$ cat config.mk
export PLATFORM = sky130hd
export DESIGN_NAME = cpu_controller
export DESIGN_NICKNAME = d
export VERILOG_FILES = /design/src/rtl/cpu_pkg.sv /design/src/rtl/instruction_decoder.sv /design/src/rtl/cpu_controller.sv
export SDC_FILE = /design/constraint.sdc
export NUM_CORES = 1
export LEC_CHECK = 0
export BUFFER_PORTS_ARGS = -buffer_cell sky130_fd_sc_hd__buf_2
export CAP_MARGIN = 20
export CORE_MARGIN = 2
export CORE_UTILIZATION = 45
export DETAILED_ROUTE_END_ITERATION = 8
export GPL_TIMING_DRIVEN = 0
export PLACE_DENSITY = 0.79
export SLEW_MARGIN = 40
export SYNTH_ARGS = -nofsm -noshare
export SYNTH_HDL_FRONTEND = slang
export SYNTH_SLANG_ARGS = --single-unit
$ cat constraint.sdc
create_clock -name clk -period 1.7 [get_ports clk]
set_input_delay 0.34 -clock clk [delete_from_list [all_inputs] [get_ports clk]]
set_output_delay 0.34 -clock clk [all_outputs]
set_load 0.05 [all_outputs]
$ cat src/rtl/cpu_pkg.sv
// Shared types and encodings for the instruction controller: FSM states,
// ISA opcode/op values, ALU operation codes and register-index selection.
package cpu_pkg;

    typedef enum logic [2:0] {
        S_WAIT,
        S_DECODE,
        S_WRITE_IMM,
        S_GET_A,
        S_GET_B,
        S_ALU,
        S_WRITE_REG
    } state_t;

    localparam logic [2:0] OPC_MOV = 3'b110;
    localparam logic [2:0] OPC_ALU = 3'b101;

    localparam logic [1:0] OP_MOV_REG = 2'b00;
    localparam logic [1:0] OP_MOV_IMM = 2'b10;
    localparam logic [1:0] OP_ADD     = 2'b00;
    localparam logic [1:0] OP_CMP     = 2'b01;
    localparam logic [1:0] OP_AND     = 2'b10;
    localparam logic [1:0] OP_MVN     = 2'b11;

    localparam logic [1:0] ALU_ADD  = 2'b00;
    localparam logic [1:0] ALU_SUB  = 2'b01;
    localparam logic [1:0] ALU_AND  = 2'b10;
    localparam logic [1:0] ALU_NOTB = 2'b11;

    typedef enum logic [1:0] {
        NSEL_RN,
        NSEL_RD,
        NSEL_RM
    } nsel_t;

    typedef struct packed {
        logic [2:0] opcode;
        logic [1:0] op;
        logic [2:0] rn;
        logic [2:0] rd;
        logic [1:0] sh;
        logic [2:0] rm;
    } ir_fields_t;

    function automatic logic [2:0] select_reg(input nsel_t nsel, input ir_fields_t f);
        case (nsel)
            NSEL_RD: select_reg = f.rd;
            NSEL_RM: select_reg = f.rm;
            default: select_reg = f.rn;
        endcase
    endfunction

endpackage

$ cat src/rtl/instruction_decoder.sv
// Splits the instruction register into its fields and sign-extends imm8
// for the datapath write-back input.
module instruction_decoder
    import cpu_pkg::*;
(
    input  logic [15:0] ir,
    output ir_fields_t  fields,
    output logic [15:0] sximm8
);

    assign fields.opcode = ir[15:13];
    assign fields.op     = ir[12:11];
    assign fields.rn     = ir[10:8];
    assign fields.rd     = ir[7:5];
    assign fields.sh     = ir[4:3];
    assign fields.rm     = ir[2:0];
    assign sximm8        = {{8{ir[7]}}, ir[7:0]};

endmodule

$ cat src/rtl/cpu_controller.sv
// Instruction register plus the control FSM that sequences datapath
// register reads, ALU operation and write-back for one instruction.
module cpu_controller
    import cpu_pkg::*;
(
    input  logic        clk,
    input  logic        reset,
    input  logic        s,
    input  logic        load,
    input  logic [15:0] in,
    output logic        w,
    output logic [2:0]  readnum,
    output logic [2:0]  writenum,
    output logic        write,
    output logic        vsel,
    output logic        loada,
    output logic        loadb,
    output logic        loadc,
    output logic        loads,
    output logic        asel,
    output logic        bsel,
    output logic [1:0]  shift,
    output logic [1:0]  ALUop,
    output logic [15:0] datapath_in
);

    state_t     state, next_state;
    logic [15:0] ir;
    ir_fields_t f;
    logic [15:0] sximm8;

    logic is_mov_imm, is_mov_reg, is_cmp, needs_a, b_only;
    nsel_t nsel_r, nsel_w;
    logic write_raw, loada_raw, loadb_raw, loadc_raw, loads_raw;

    instruction_decoder u_dec (
        .ir     (ir),
        .fields (f),
        .sximm8 (sximm8)
    );

    always_ff @(posedge clk) begin
        if (reset) begin
            state <= S_WAIT;
            ir    <= 16'h0000;
        end else begin
            state <= next_state;
            if (load && state == S_WAIT)
                ir <= in;
        end
    end

    assign is_mov_imm = (f.opcode == OPC_MOV) && (f.op == OP_MOV_IMM);
    assign is_mov_reg = (f.opcode == OPC_MOV) && (f.op == OP_MOV_REG);
    assign is_cmp     = (f.opcode == OPC_ALU) && (f.op == OP_CMP);
    assign needs_a    = (f.opcode == OPC_ALU) && (f.op != OP_MVN);
    assign b_only     = is_mov_reg || ((f.opcode == OPC_ALU) && (f.op == OP_MVN));

    always_comb begin
        next_state = state;
        w          = 1'b0;
        nsel_r     = NSEL_RN;
        nsel_w     = NSEL_RN;
        write_raw  = 1'b0;
        vsel       = 1'b0;
        loada_raw  = 1'b0;
        loadb_raw  = 1'b0;
        loadc_raw  = 1'b0;
        loads_raw  = 1'b0;
        asel       = 1'b0;
        shift      = 2'b00;
        ALUop      = ALU_ADD;
        case (state)
            S_WAIT: begin
                w = 1'b1;
                if (s)
                    next_state = S_DECODE;
            end
            S_DECODE: begin
                if (is_mov_imm)
                    next_state = S_WRITE_IMM;
                else if (needs_a)
                    next_state = S_GET_A;
                else if (b_only)
                    next_state = S_GET_B;
                else
                    next_state = S_WAIT;
            end
            S_WRITE_IMM: begin
                write_raw  = 1'b1;
                vsel       = 1'b1;
                next_state = S_WAIT;
            end
            S_GET_A: begin
                loada_raw  = 1'b1;
                next_state = S_GET_B;
            end
            S_GET_B: begin
                loadb_raw  = 1'b1;
                nsel_r     = NSEL_RM;
                next_state = S_ALU;
            end
            S_ALU: begin
                shift      = f.sh;
                // MOV reg is C = 0 + sh(Rm): zero the A operand and force add
                ALUop      = is_mov_reg ? ALU_ADD : f.op;
                asel       = is_mov_reg;
                loadc_raw  = !is_cmp;
                loads_raw  = is_cmp;
                next_state = is_cmp ? S_WAIT : S_WRITE_REG;
            end
            S_WRITE_REG: begin
                write_raw  = 1'b1;
                nsel_w     = NSEL_RD;
                next_state = S_WAIT;
            end
            default: next_state = S_WAIT;
        endcase
    end

    // Strobes are masked while reset is high so an in-flight write never lands
    assign write       = write_raw & ~reset;
    assign loada       = loada_raw & ~reset;
    assign loadb       = loadb_raw & ~reset;
    assign loadc       = loadc_raw & ~reset;
    assign loads       = loads_raw & ~reset;
    assign bsel        = 1'b0;
    assign readnum     = select_reg(nsel_r, f);
    assign writenum    = select_reg(nsel_w, f);
    assign datapath_in = sximm8;

endmodule

==> impl_metrics.toml <==
[placement]
detailed_place_hpwl_mm = 2.03
gp_congestion = 0.783
placed_cell_area_um2 = 1490
dp_slack_ps = -87.4
dp.cells = 226
port_buffers = 53

[global_routing]
grt_pass1_vias = 1105
grt_max_degree = 12
overflow = 0
antenna_found_initial = 0
grtUsageTotal = 0.230
grt_pass1_wl_mm = 4.79

[floorplan]
die_h_um = 53.8
coreArea_um2 = 2410
ios = 55
start_util = 0.464
dieArea_um2 = 2900
die_x_um = 53.8
placementRows = 18

[setup_path]
slowest_delay_ps = 360
reg2reg_to = "ir[4]$_SDFFE_PP0P_"
cp_slowest_cell = "dfxtp_4"
r2r_start = "state[0]$_SDFFE_PP0P_"
worstPathMaxFanout = 5
path_cells = "buf_6 > nand3b_1 > buf_6 > nor4_4 > buf_6"
crit_top_cell = "buf_6"
worst_setup_path_start_kind = "register"
crit_type = "register to output port"
crit_required_ps = 1360
reg2reg_slack_ps = 90
r2r_cells = 6
critPathArrivalTime_ps = 1510
cp-end-kind = "output port"

[sta]
rsz0062_at_grt = "true"
period_needed_ps = 1850
finalHoldViolCount = 0
fmax_mhz = 540
fin_crit_sh = 1.09
tightest_slew_ps = 571
setup_violations = 13
holdWs_ps = 261
relSlewSlack = 0.619
finalClockSkew_ps = 4.96
maxSlewViolCount = 0
timing.setup.tns_ps = -1260
setup_ws_ps = -152

[finish]
final_util = 0.741
stdcell_area_um2 = 1790
fillers = 180
area_growth_pct = 59.9
fin_cells = 240
finalNetCount = 231
drive_gt1_frac = 0.567
insertedDiodeCount = 0

[route]
postRouteWirelength_mm = 3.11
detail-route-antenna-nets = 0
vias_per_cell = 4.94
wl_per_cell_um = 13.0
drt_iter0_drc = 16
drc = 0
vias = 1185
first_pass_iters = 7

[yosys]
postSynthCellCount = 143
synth_area_leaders = "dfxtp_1, nand2_1, buf_4, a21oi_1, mux2_2"
synthFlopType = "dfxtp_1"
yosys_warnings = 0
yosysTopAreaCell = "dfxtp_1"
synth_cell_types = 30
synthArstFlopShare = 0
seq_area_frac_synth = 0.340
syn-num-nets = 163
synth_seq_cells = 19
synth_edf_count = 0
synth_top_area_frac = 0.340
avgSynthCellArea_um2 = 7.81
yosysMostFrequentCell = "nand2_1"
syn_area_um2 = 1120
synthTopCellsByCount = "nand2_1, dfxtp_1, buf_4, a21oi_1"

[power_and_ir_drop]
ir_drop_uv = 586
p_total_mw = 1.07
p_leak_nw = 0.844
powerDensity_nw_per_um2 = 597

[clocking]
htree_levels = 1
clock-sinks = 19
tritoncts = "done"
clock_latency_ps = 300
clockBufferDepth = 2
clock-root-buffer = "clkbuf_4"
cts_buffers = 3
clk_pin_slew_ps = 110

[worst_hold_path]
min_path_cells = 3
min-delay-start = "in[9]"
min_to = "ir[9]$_SDFFE_PP0P_"
worstHoldPathType = "input port to register"

[run_status]
violations = "negative setup slack"
outcome = "finished, violations left"

[job]
drv_cap = 0
==> power breakdown <==
group / switching (mW) / total, mW / internal [mW]
Sequential: 0.0268 / 0.493 / 0.466
Combinational: 0.207 / 0.339 / 0.132
Clock: 0.148 / 0.235 / 0.0878
Total: 0.381 / 1.07 / 0.686
==> cells in the final DEF, fill, tap and decap left out, drive strengths merged, types with 3 or more instances in the layout <==
master and count:
nand3b 3, nand2 37, mux2 6, a21oi 16, dfxtp 19, clkbuf 6, nor2 6, and2 4
buf 85, nand2b 4
==> area by class of cell <==
class | count | area, µm² | share of cell area
plain buffers | 23 | 174 | 0.0973
multi-input cells | 99 | 668 | 0.374
well taps | 30 | 37.5 | 0.0210
flip-flops and latches | 19 | 393 | 0.220
clock inverters | 1 | 5.00 | 0.00280
clock buffers | 3 | 22.5 | 0.0126
repair buffers | 65 | 487 | 0.272
==> logic make-up after synthesis <==
logic type             Yosys count  share of synthesized area
other                            1                    0.00336
AO/OA/AOI/OAI                   25                      0.133
multiplexers                     6                     0.0605
AND/OR/NAND/NOR                 67                      0.309
buffers and inverters           25                      0.153
flip-flops                      19                      0.340
==> registers in the layout, summed over array words and instances, names as in the netlist <==
signal,flops
ir,16
state,3
==> per-layer routing <==
layer  GRT usage  routed length [µm]
met5           0                   0
met4       0.107                  26
met3      0.0361                 177
met2       0.404                1670
met1       0.271                1240
==> worst max-delay path by stage <==
| stage | from | to | slack (ps) | depth (start not counted) |
|---|---|---|---|---|
| 3_5_place_dp | state[2]$_SDFFE_PP0P_ | loads | -90 | 4 |
| 5_1_grt | state[1]$_SDFFE_PP0P_ | loads | -200 | 5 |
| 2_1_floorplan | state[1]$_SDFFE_PP0P_ | loads | -130 | 3 |
| 3_3_place_gp | state[2]$_SDFFE_PP0P_ | loads | -50 | 4 |
| 6_report | state[1]$_SDFFE_PP0P_ | asel | -150 | 5 |
| 4_1_cts | state[1]$_SDFFE_PP0P_ | writenum[1] | -140 | 4 |
==> critical path: cells and delay by family (launching register included) <==
family | cells | cell delay, ps
flops | 1 | 360
simple gates | 2 | 360
buf+inv | 3 | 490
==> timing repair <==
action,CTS,global route
hold endpoints to repair,0,0
resized for setup,57,9
buffers inserted,10,2
pin swaps,10,5
hold buffers,0,0
endpoints found under the setup margin,15,28
(Power assumes the default switching activity.)
